==> src/rtl/cpu_perf_monitor_pkg.sv <==
// Shared definitions for the CPU performance monitor: FSM states, CSR word offsets, control bits.
// Latency: n/a (definitions only).
// Backpressure: n/a.
package cpu_perf_monitor_pkg;

  typedef enum logic [1:0] {
    ST_RUN    = 2'd0,
    ST_DRAIN  = 2'd1,
    ST_HALTED = 2'd2
  } state_e;

  // Word offsets inside the 64-word counter window
  localparam int OFF_CYC     = 0;
  localparam int OFF_INSTRET = 1;
  localparam int OFF_EVT0    = 2;
  localparam int OFF_TRACE0  = 32;
  localparam int OFF_TFILL   = 61;
  localparam int OFF_STATUS  = 62;
  localparam int OFF_CTRL    = 63;

  // Control register bit positions
  localparam int CTRL_CLR_BIT = 0;
  localparam int CTRL_FRZ_BIT = 1;

endpackage

==> src/rtl/cpu_perf_monitor_perf_counter.sv <==
// Single free-running event counter with synchronous clear, freeze and sticky wrap flag.
// Latency: count visible one enabled cycle after the increment request.
// Backpressure: none; en_i low holds all state.
module perf_counter #(
  parameter int CNT_W = 32
) (
  input  logic             clk_i,
  input  logic             rst_i,
  input  logic             en_i,
  input  logic             inc_i,
  input  logic             clr_i,
  input  logic             frz_i,
  output logic [CNT_W-1:0] cnt_o,
  output logic             wrap_o
);

  logic [CNT_W-1:0] cnt_q, cnt_d;
  logic             wrap_q, wrap_d;

  // Clear wins over increment; wrap flag sets when the all-ones value rolls to zero.
  always_comb begin
    cnt_d  = cnt_q;
    wrap_d = wrap_q;
    if (clr_i) begin
      cnt_d  = '0;
      wrap_d = 1'b0;
    end else if (inc_i && !frz_i) begin
      cnt_d = cnt_q + CNT_W'(1);
      if (&cnt_q) wrap_d = 1'b1;
    end
  end

  // Counter state register, updated only on enabled cycles.
  always_ff @(posedge clk_i) begin
    if (rst_i) begin
      cnt_q  <= '0;
      wrap_q <= 1'b0;
    end else if (en_i) begin
      cnt_q  <= cnt_d;
      wrap_q <= wrap_d;
    end
  end

  assign cnt_o  = cnt_q;
  assign wrap_o = wrap_q;

endmodule

==> src/rtl/cpu_perf_monitor.sv <==
// Cycle/instret/event counters with a CSR read window and halt-on-write exit path.
// Latency: CSR read data returned with o_rvalid one enabled cycle after i_drd; halt two enabled cycles after the write.
// Backpressure: none; i_clk_en low freezes everything. Optional PC trace buffer under CPU_PERF_TRACE_FIFO_EN.
module cpu_perf_monitor #(
  parameter int              ADDR_W      = 24,
  parameter int              DATA_W      = 32,
  parameter int              CNT_W       = 32,
  parameter int              NEVT        = 4,
  parameter logic [ADDR_W-1:0] HALT_ADDR = ADDR_W'(24'hFFFFFF),
  parameter logic [ADDR_W-1:0] CSR_BASE  = ADDR_W'(24'hFFFF00),
  parameter int              TRACE_DEPTH = 16
) (
  input  logic              i_clk,
  input  logic              i_rst,
  input  logic              i_clk_en,
  input  logic              i_retire,
  input  logic [ADDR_W-1:0] i_pc,
  input  logic [NEVT-1:0]   i_evt,
  input  logic [ADDR_W-1:0] i_daddr,
  input  logic              i_dwr,
  input  logic              i_drd,
  input  logic [DATA_W-1:0] i_wdata,
  output logic [DATA_W-1:0] o_rdata,
  output logic              o_rvalid,
  output logic              o_halt,
  output logic [7:0]        o_halt_code,
  output logic [NEVT+1:0]   o_ovf
);
  import cpu_perf_monitor_pkg::*;

  localparam int NCNT = 2 + NEVT;

  state_e            state_q, state_d;
  logic [7:0]        code_q, code_d;
  logic              frz_q, frz_d;
  logic [DATA_W-1:0] rdata_q, rdata_d, rd_val, trace_rd;
  logic              rvalid_q, rvalid_d;

  logic              csr_hit, ctrl_wr, clr, halt_req, cnt_frz;
  logic [5:0]        off;
  logic [NCNT-1:0]   inc, wrap;
  logic [CNT_W-1:0]  cnt [NCNT];

  assign csr_hit  = (i_daddr[ADDR_W-1:6] == CSR_BASE[ADDR_W-1:6]);
  assign off      = i_daddr[5:0];
  assign ctrl_wr  = i_dwr && csr_hit && (off == 6'(OFF_CTRL));
  assign clr      = ctrl_wr && i_wdata[CTRL_CLR_BIT];
  assign halt_req = i_dwr && (i_daddr == HALT_ADDR);
  assign cnt_frz  = frz_q || (state_q == ST_HALTED);

  // Per-counter increment requests: cycle always, instret on retire, events per bit.
  always_comb begin
    inc               = {i_evt, 2'b00};
    inc[OFF_CYC]      = 1'b1;
    inc[OFF_INSTRET]  = i_retire;
  end

  for (genvar g = 0; g < NCNT; g++) begin : g_cnt
    perf_counter #(.CNT_W(CNT_W)) u_cnt (
      .clk_i  (i_clk),
      .rst_i  (i_rst),
      .en_i   (i_clk_en),
      .inc_i  (inc[g]),
      .clr_i  (clr),
      .frz_i  (cnt_frz),
      .cnt_o  (cnt[g]),
      .wrap_o (wrap[g])
    );
  end

  // Halt FSM: the halting write moves to DRAIN so that cycle's retire and events still count.
  always_comb begin
    state_d = state_q;
    code_d  = code_q;
    case (state_q)
      ST_RUN: begin
        if (halt_req) begin
          state_d = ST_DRAIN;
          code_d  = i_wdata[7:0];
        end
      end
      ST_DRAIN: state_d = ST_HALTED;
      default:  state_d = state_q;
    endcase
  end

  // CSR read mux; sees pre-update register values so same-cycle writes return old data.
  always_comb begin
    rd_val = '0;
    for (int k = 0; k < NCNT; k++) begin
      if (off == 6'(OFF_CYC + k)) rd_val = DATA_W'(cnt[k]);
    end
    if (off >= 6'(OFF_TRACE0) && off <= 6'(OFF_TFILL)) rd_val = trace_rd;
    if (off == 6'(OFF_STATUS))  rd_val = DATA_W'({wrap, code_q, state_q});
    if (off == 6'(OFF_CTRL))    rd_val = DATA_W'({frz_q, 1'b0});
  end

  // Read response and freeze-bit next state.
  always_comb begin
    rvalid_d = i_drd && csr_hit;
    rdata_d  = rvalid_d ? rd_val : rdata_q;
    frz_d    = ctrl_wr ? i_wdata[CTRL_FRZ_BIT] : frz_q;
  end

  // Control and response registers; reset returns to RUN from any state.
  always_ff @(posedge i_clk) begin
    if (i_rst) begin
      state_q  <= ST_RUN;
      code_q   <= '0;
      frz_q    <= 1'b0;
      rvalid_q <= 1'b0;
      rdata_q  <= '0;
    end else if (i_clk_en) begin
      state_q  <= state_d;
      code_q   <= code_d;
      frz_q    <= frz_d;
      rvalid_q <= rvalid_d;
      rdata_q  <= rdata_d;
    end
  end

`ifdef CPU_PERF_TRACE_FIFO_EN
  localparam int TW = (TRACE_DEPTH > 1) ? $clog2(TRACE_DEPTH) : 1;

  logic [ADDR_W-1:0] trace_q [TRACE_DEPTH];
  logic [TW-1:0]     wptr_q, wptr_d, t_idx;
  logic [TW:0]       fill_q, fill_d;
  logic [5:0]        t_rel;
  logic              trace_cap;

  assign trace_cap = i_retire && (state_q != ST_HALTED) && !clr;

  // Write pointer wraps; fill count saturates so a full buffer overwrites its oldest entry.
  always_comb begin
    wptr_d = wptr_q;
    fill_d = fill_q;
    if (clr) begin
      wptr_d = '0;
      fill_d = '0;
    end else if (trace_cap) begin
      wptr_d = wptr_q + TW'(1);
      if (fill_q != (TW+1)'(TRACE_DEPTH)) fill_d = fill_q + (TW+1)'(1);
    end
  end

  // Trace pointer registers.
  always_ff @(posedge i_clk) begin
    if (i_rst) begin
      wptr_q <= '0;
      fill_q <= '0;
    end else if (i_clk_en) begin
      wptr_q <= wptr_d;
      fill_q <= fill_d;
    end
  end

  // Trace storage; contents need no reset because the fill count gates every read.
  always_ff @(posedge i_clk) begin
    if (!i_rst && i_clk_en && trace_cap) trace_q[wptr_q] <= i_pc;
  end

  // Oldest-first view: entry 0 is the oldest PC still held.
  always_comb begin
    t_rel    = off - 6'(OFF_TRACE0);
    t_idx    = wptr_q - fill_q[TW-1:0] + t_rel[TW-1:0];
    trace_rd = '0;
    if (off == 6'(OFF_TFILL)) begin
      trace_rd = DATA_W'(fill_q);
    end else if (off >= 6'(OFF_TRACE0) && int'(t_rel) < int'(fill_q)) begin
      trace_rd = DATA_W'(trace_q[t_idx]);
    end
  end
`else
  assign trace_rd = '0;

  logic unused_pc;
  assign unused_pc = ^i_pc;
`endif

  logic unused_wdata;
  assign unused_wdata = ^i_wdata[DATA_W-1:8];

  assign o_rdata     = rdata_q;
  assign o_rvalid    = rvalid_q;
  assign o_halt      = (state_q == ST_HALTED);
  assign o_halt_code = code_q;
  assign o_ovf       = wrap;

endmodule
==> config.mk <==
export PLATFORM = sky130hd
export DESIGN_NAME = cpu_perf_monitor
export DESIGN_NICKNAME = d
export VERILOG_FILES = /design/src/rtl/cpu_perf_monitor_pkg.sv /design/src/rtl/cpu_perf_monitor_perf_counter.sv /design/src/rtl/cpu_perf_monitor.sv
export SDC_FILE = /design/constraint.sdc
export NUM_CORES = 1
export LEC_CHECK = 0
export ABC_AREA = 1
export BUFFER_PORTS_ARGS = -buffer_cell sky130_fd_sc_hd__buf_4
export CELL_PAD_IN_SITES_DETAIL_PLACEMENT = 2
export CELL_PAD_IN_SITES_GLOBAL_PLACEMENT = 2
export CORE_MARGIN = 1.5
export CORE_UTILIZATION = 32
export DETAILED_ROUTE_END_ITERATION = 12
export GPL_TIMING_DRIVEN = 0
export PLACE_DENSITY = 0.82
export SYNTH_ARGS = -nofsm -noshare
export SYNTH_HDL_FRONTEND = slang
export SYNTH_HIERARCHICAL = 1
export SYNTH_SLANG_ARGS = --single-unit
export TNS_END_PERCENT = 1
==> constraint.sdc <==
create_clock -name i_clk -period 3.15 [get_ports i_clk]
set_input_delay 0.4725 -clock i_clk [delete_from_list [all_inputs] [get_ports i_clk]]
set_output_delay 0.4725 -clock i_clk [all_outputs]
set_load 0.1 [all_outputs]
# Word level (Yosys, flattened, before mapping)
# Index checks and enable logic that the tools add are counted.
[classes]
n_lt_le_gt_ge = 2
mux = 41
n_reduce_logical = 49
eq_ne = 13
addsub = 6
[ops]
columns = ["op", "count"]
rows = [
  ["32-bit 2-to-1 mux", 21],
  ["32-bit by 1-bit adder with 32-bit output, second input constant", 6],
  ["32-bit AND reduction", 6],
  ["24-bit == test, second input constant", 1],
  ["3-bit AND reduction", 8],
  ["2-bit nonzero test", 12],
  ["18-bit == test, second input constant", 1],
  ["1-bit 2-to-1 mux", 18],
  ["2-bit AND reduction", 8],
  ["6-bit by 2-bit == test with 1-bit output, second input constant", 2],
  ["6-bit by 3-bit == test with 1-bit output, second input constant", 2],
  ["6-bit == test, second input constant", 2],
  ["1-bit logical AND", 11],
  ["6-bit by 1-bit == test with 1-bit output, second input constant", 1],
  ["6-bit >= comparator, second input constant", 1],
  ["6-bit <= comparator, second input constant", 1],
  ["6-bit zero test", 1],
  ["2-bit != test, second input constant", 2],
  ["2-bit case mux with 2 select lines", 1],
  ["2-bit by 1-bit == test with 1-bit output, second input constant", 1],
  ["2-bit == test, second input constant", 1],
  ["2-bit zero test", 1],
  ["2-bit 2-to-1 mux", 1],
  ["1-bit zero test", 1],
  ["1-bit logical OR", 1],
]
[totals]
out_inout_bits = 48
ff_bits = 242
wordCells = 128
input_bits = 90

# Longest topological paths before layout
[logic_depth]
ltp_word = 10
depth_mapped = 14
depth_no_buf = 14

# Hierarchy
# Netlist, hierarchy kept.
[modules_own_cells]
columns = ["mod", "seq_area_each_um2", "cells_per_inst", "area_per_inst_um2", "instances"]
rows = [
  ["perf_counter", 660.6, 273, 1783.0, 6],
  ["cpu_perf_monitor", 880.8, 647, 3628.5, 1],
]

# Worst setup path after synthesis
# Ideal clock, no wire load.
[synth_path]
path_kind = "flip-flop to flip-flop"
start = "register state_q[1]"
end = "register g_cnt[0].u_cnt.cnt_q[27]"
slack_ns = 0.330
n_path_buf = 1
required_ns = 3.035
path_stages_with_launch = 12
arrival_time_ns = 2.705
synth_period_minus_slack_ns = 2.820
path_cell_list = "dfxtp_1 > inv_1 > nor2_1 > or2_2 > inv_1 > nand3_2 > nand2_4 > nand2_4 > nor2_4 > buf_6 > a21oi_1 > nor2_1"
[synth_between]
elab_chain_len = 4
[synth_rtl]
columns = ["item", "line_no", "source"]
rows = [
  ["start, declared", "cpu_perf_monitor.sv:33", "state_e state_q, state_d;"],
  ["start signal, assigned", "cpu_perf_monitor.sv:114", "state_q <= state_d;"],
  ["2-bit == test", "n/a", ""],
  ["net o_halt", "cpu_perf_monitor.sv:25", "output logic o_halt,"],
  ["1-bit logical OR", "cpu_perf_monitor.sv:49", "assign cnt_frz = frz_q || (state_q == ST_HALTED);"],
  ["net cnt_frz", "cpu_perf_monitor.sv:39", "logic csr_hit, ctrl_wr, clr, halt_req, cnt_frz;"],
  ["2-bit != test (no line)", "n/a", ""],
  ["2-bit AND reduction (no line)", "n/a", ""],
  ["end signal, assigned", "cpu_perf_monitor_perf_counter.sv:39", "cnt_q <= cnt_d;"],
  ["end, declared", "cpu_perf_monitor_perf_counter.sv:17", "logic [CNT_W-1:0] cnt_q, cnt_d;"],
]
# The timed path passes the listed nets, and every way through them passes these cells.
# A chain may end at the register's enable or synchronous reset.

# Worst setup path in the final report
[layout_path]
start = "input i_daddr[1]"
end = "register g_cnt[1].u_cnt.cnt_q[21]"
[layout_between]
elab_chain_len = 5
word_cells_on_any_way = 6
cone_classes = "eq/ne: 1; mux: 1; reduce/logical: 4"
[layout_rtl]
columns = ["item", "line_no", "source"]
rows = [
  ["start, declared", "cpu_perf_monitor.sv:19", "input logic [ADDR_W-1:0] i_daddr,"],
  ["6-bit == test *", "cpu_perf_monitor.sv:46", "assign ctrl_wr = i_dwr && csr_hit && (off == 6'(OFF_CTRL));"],
  ["1-bit logical AND *", "cpu_perf_monitor.sv:46", ""],
  ["1-bit logical AND *", "cpu_perf_monitor.sv:47", "assign clr = ctrl_wr && i_wdata[CTRL_CLR_BIT];"],
  ["net clr", "cpu_perf_monitor.sv:39", ""],
  ["2-bit nonzero test (no line)", "n/a", ""],
  ["2-bit AND reduction (no line)", "n/a", ""],
  ["end signal, assigned", "cpu_perf_monitor_perf_counter.sv:39", ""],
  ["end, declared", "cpu_perf_monitor_perf_counter.sv:17", ""],
]
# Mark *: on every way through the listed nets, which the timed path passes. The rest lies on a longest branch.

==> reports/qor.csv <==
stage,metric,value,unit
yosys,synthFlopType,dfxtp_1,
final_layout,drive_gt1_frac,0.124,
final_layout,final_cells,3021,
yosys,netlist_instances,2285,
drt,drtPass1Iterations,5,
global_route,first_global_vias,17400,
global_route,grt_usage,0.275,
floorplanning,pin_count,138,
critical_path,critPathMaxFanout,12,
place,dpl_cell_area,15800,um2
final_layout,layout_commonest_cell,nand2_1,
cts,ctsLongestPathBuffers,3,
drt,viasPerCell,5.34,
yosys,ys.warnings.count,6,
final_layout,insertedDiodeCount,0,
place,place_hpwl,50200,um
final_layout,utilization,0.380,
timing,fin_skew,21.7,ps
power,p_clk_frac,0.526,
floorplanning,die_w,215,um
critical_path,crit_type,input pin to flop,
critical_path,r2r_start,state_q[0],
drt,vias,16100,
critical_path,critPathLaunchType,input pin,
yosys,netlist_area,14300,um2
yosys,ys_ff_latch,242,
timing,fmax,354,MHz
timing,fin_crit_sh,0.896,
hold_path,min_delay_worst_endpoint,frz_q,
critical_path,critPathRequiredTime,3670,ps
cts,h-tree-depth,1,
place,place_congestion,0.897,
critical_path,rr_worst_depth,11,
floorplanning,dieHeight,215,um
power,total_power,7.22,mW
job,drv_cap,0,
hold_path,hp-start,i_wdata[1],
cts,post-cts-setup-buffers,0,
timing,hold_viol,0,
floorplanning,die_area,46000,um2
power,pwr-share-seq,0.428,
cts,cts_made_buffers,30,
power,p_sw,1.73,mW
timing,setup_viol_count_final,0,
floorplanning,start_util,0.324,
critical_path,r2r_slack,830,ps
yosys,synth_enable_flop_cells,0,
cts,cts_resized,0,
yosys,ys_seq_area_frac,0.338,
floorplanning,core,44200,um2
power,p_leak,6.01,nW
critical_path,critPathArrivalTime,3340,ps
timing,min_period,2820,ps
drt,drc_errors,0,
drt,detail-route-antenna-nets,0,
timing,setup_slack,327,ps
cts,clk_pin_slew,60,ps
global_route,grt_start_max_net_pins,29,
global_route,antenna_found_initial,0,
place,place_inst,2968,
power,swShare,0.240,
cts,cts_sinks,242,
yosys,async_flop_share,0,
power,pwr-share-comb,0.046,
yosys,yosysUniqueCellTypes,36,
critical_path,timing.rr.end,g_cnt[1].u_cnt/cnt_o[21],
status,status,finished clean,
cts,cts_tree,built,
timing,grt_setup_unrepaired,no,
cts,cts_root_buffer,clkbuf_16,
timing,relSlewSlack,0.510,
final_layout,fillers,5338,
place,dp_slack,-179,ps
power,power_density,429,nW/um2
final_layout,fin_area,16800,um2
cts,cts-hold-fix-buffers,0,
hold_path,worstHoldPathCells,3,
timing,worst-slew-pin-transition,735,ps
yosys,syn_area_per_cell,6.27,um2
drt,first_iter_violations,915,
power,internal_power,5.49,mW
critical_path,cp-end-kind,flop,
place,portBuffers,89,
final_layout,layout_common_cells,"nand2_1 (634), nor2_1 (421), a21oi_1 (244), dfxtp_1 (242), inv_1 (192)",
final_layout,nNetsFinal,2504,
global_route,grt_pass1_wl,99700,um
timing,slew_violations,0,
power,ir_worst_vdd,418,uV
final_layout,synthToLayoutAreaGrowth,17.4,%
hold_path,min_path_type,input pin to flop,
cts,clk_latency,600,ps
floorplanning,rows,77,
drt,wire_per_inst,21.2,um
drt,drt-total-wl,64100,um
global_route,grt_overflow,0,
[final cells by class]
cell class,instances,area [um2],share of cell area
multi-input cells,1786,8420,0.500
flip-flops and latches,242,4840,0.288
plain buffers,60,324,0.0193
inverters,198,743,0.0442
clock inverters,14,231,0.0138
clock buffers,39,825,0.0490
repair buffers,90,696,0.0413
well taps,592,741,0.0440
[power by group through the flow]
stage	logic (mW)	clock network [mW]	registers, mW
detailed placement	0.327	0	3.16
floorplan	0.183	0	3.15
global route	0.363	3.99	3.09
CTS	0.331	3.89	3.09
finish	0.333	3.80	3.09
global placement	0.307	0	3.16
[worst max-delay path: stages]
cell	delay (ps)
buf_4	160
inv_2	110
nor3_2	350
nand2_1	180
nor2_1	120
nand3_1	150
nor2_2	540
buf_16	230
inv_1	50
nand2_1	60
nand2_1	140
nor2_1	410
nand2_1	140
nand2_1	90
nand2_1	50
nor2_1	90
[Yosys cell counts, types with 14 or more instances]
cell type  instances  area (um2)
buf_2             28         140
o21ai_0           40         200
nor2_2            33         206
nand3_2           15         150
nor3_1            14        70.1
inv_1            192         721
nand4_1           72         450
nand3_1          172         861
nand2_4           18         203
nor2_1           422        1580
a21oi_1          244        1220
nor2_4            26         293
and2_1            18         113
clkbuf_1          21        78.8
dfxtp_1          242        4840
nand2_1          634        2380
[sequential cells by signal, indices dropped and copies added (netlist names)]
| register | flops |
|---|---|
| state_q | 2 |
| g_cnt.u_cnt/cnt_o | 192 |
| g_cnt.u_cnt/wrap_o | 6 |
| frz_q | 1 |
| o_rdata | 32 |
| o_halt_code | 8 |
| o_rvalid | 1 |
[per-layer routing]
metal	GRT usage	routed length [um]
met5	0	0
met1	0.370	29800
met3	0.0279	2480
met2	0.454	29500
met4	0.105	2320
[cells by family after synthesis]
logic type               count (synthesis)  share of synthesized area
buffers and inverters                  258                     0.0745
other                                    1                   0.000262
AO/OA/AOI/OAI                          304                      0.111
flip-flops                             242                      0.338
adder cells (fa/ha/maj)                  6                    0.00524
AND/OR/NAND/NOR                       1474                      0.471
[worst max-delay path by stage]
stage	end	from
after global routing	g_cnt[1].u_cnt/cnt_o[21]	i_daddr[1]
after floorplan	g_cnt[0].u_cnt/cnt_o[27]	state_q[1]
final	g_cnt[1].u_cnt/cnt_o[21]	i_daddr[1]
after detailed placement	g_cnt[1].u_cnt/cnt_o[21]	i_daddr[1]
after global placement	g_cnt[0].u_cnt/cnt_o[23]	i_daddr[1]
after CTS	g_cnt[1].u_cnt/cnt_o[21]	i_daddr[1]
[through the flow]
step | hold WS (ps) | setup TNS (ps)
2_1_floorplan | 446 | 0
3_3_place_gp | 458 | -200170
3_5_place_dp | 464 | -6610
4_1_cts | 106 | 0
5_1_grt | 117 | 0
6_report | 127 | 0
Power figures use the tool's default switching activity.
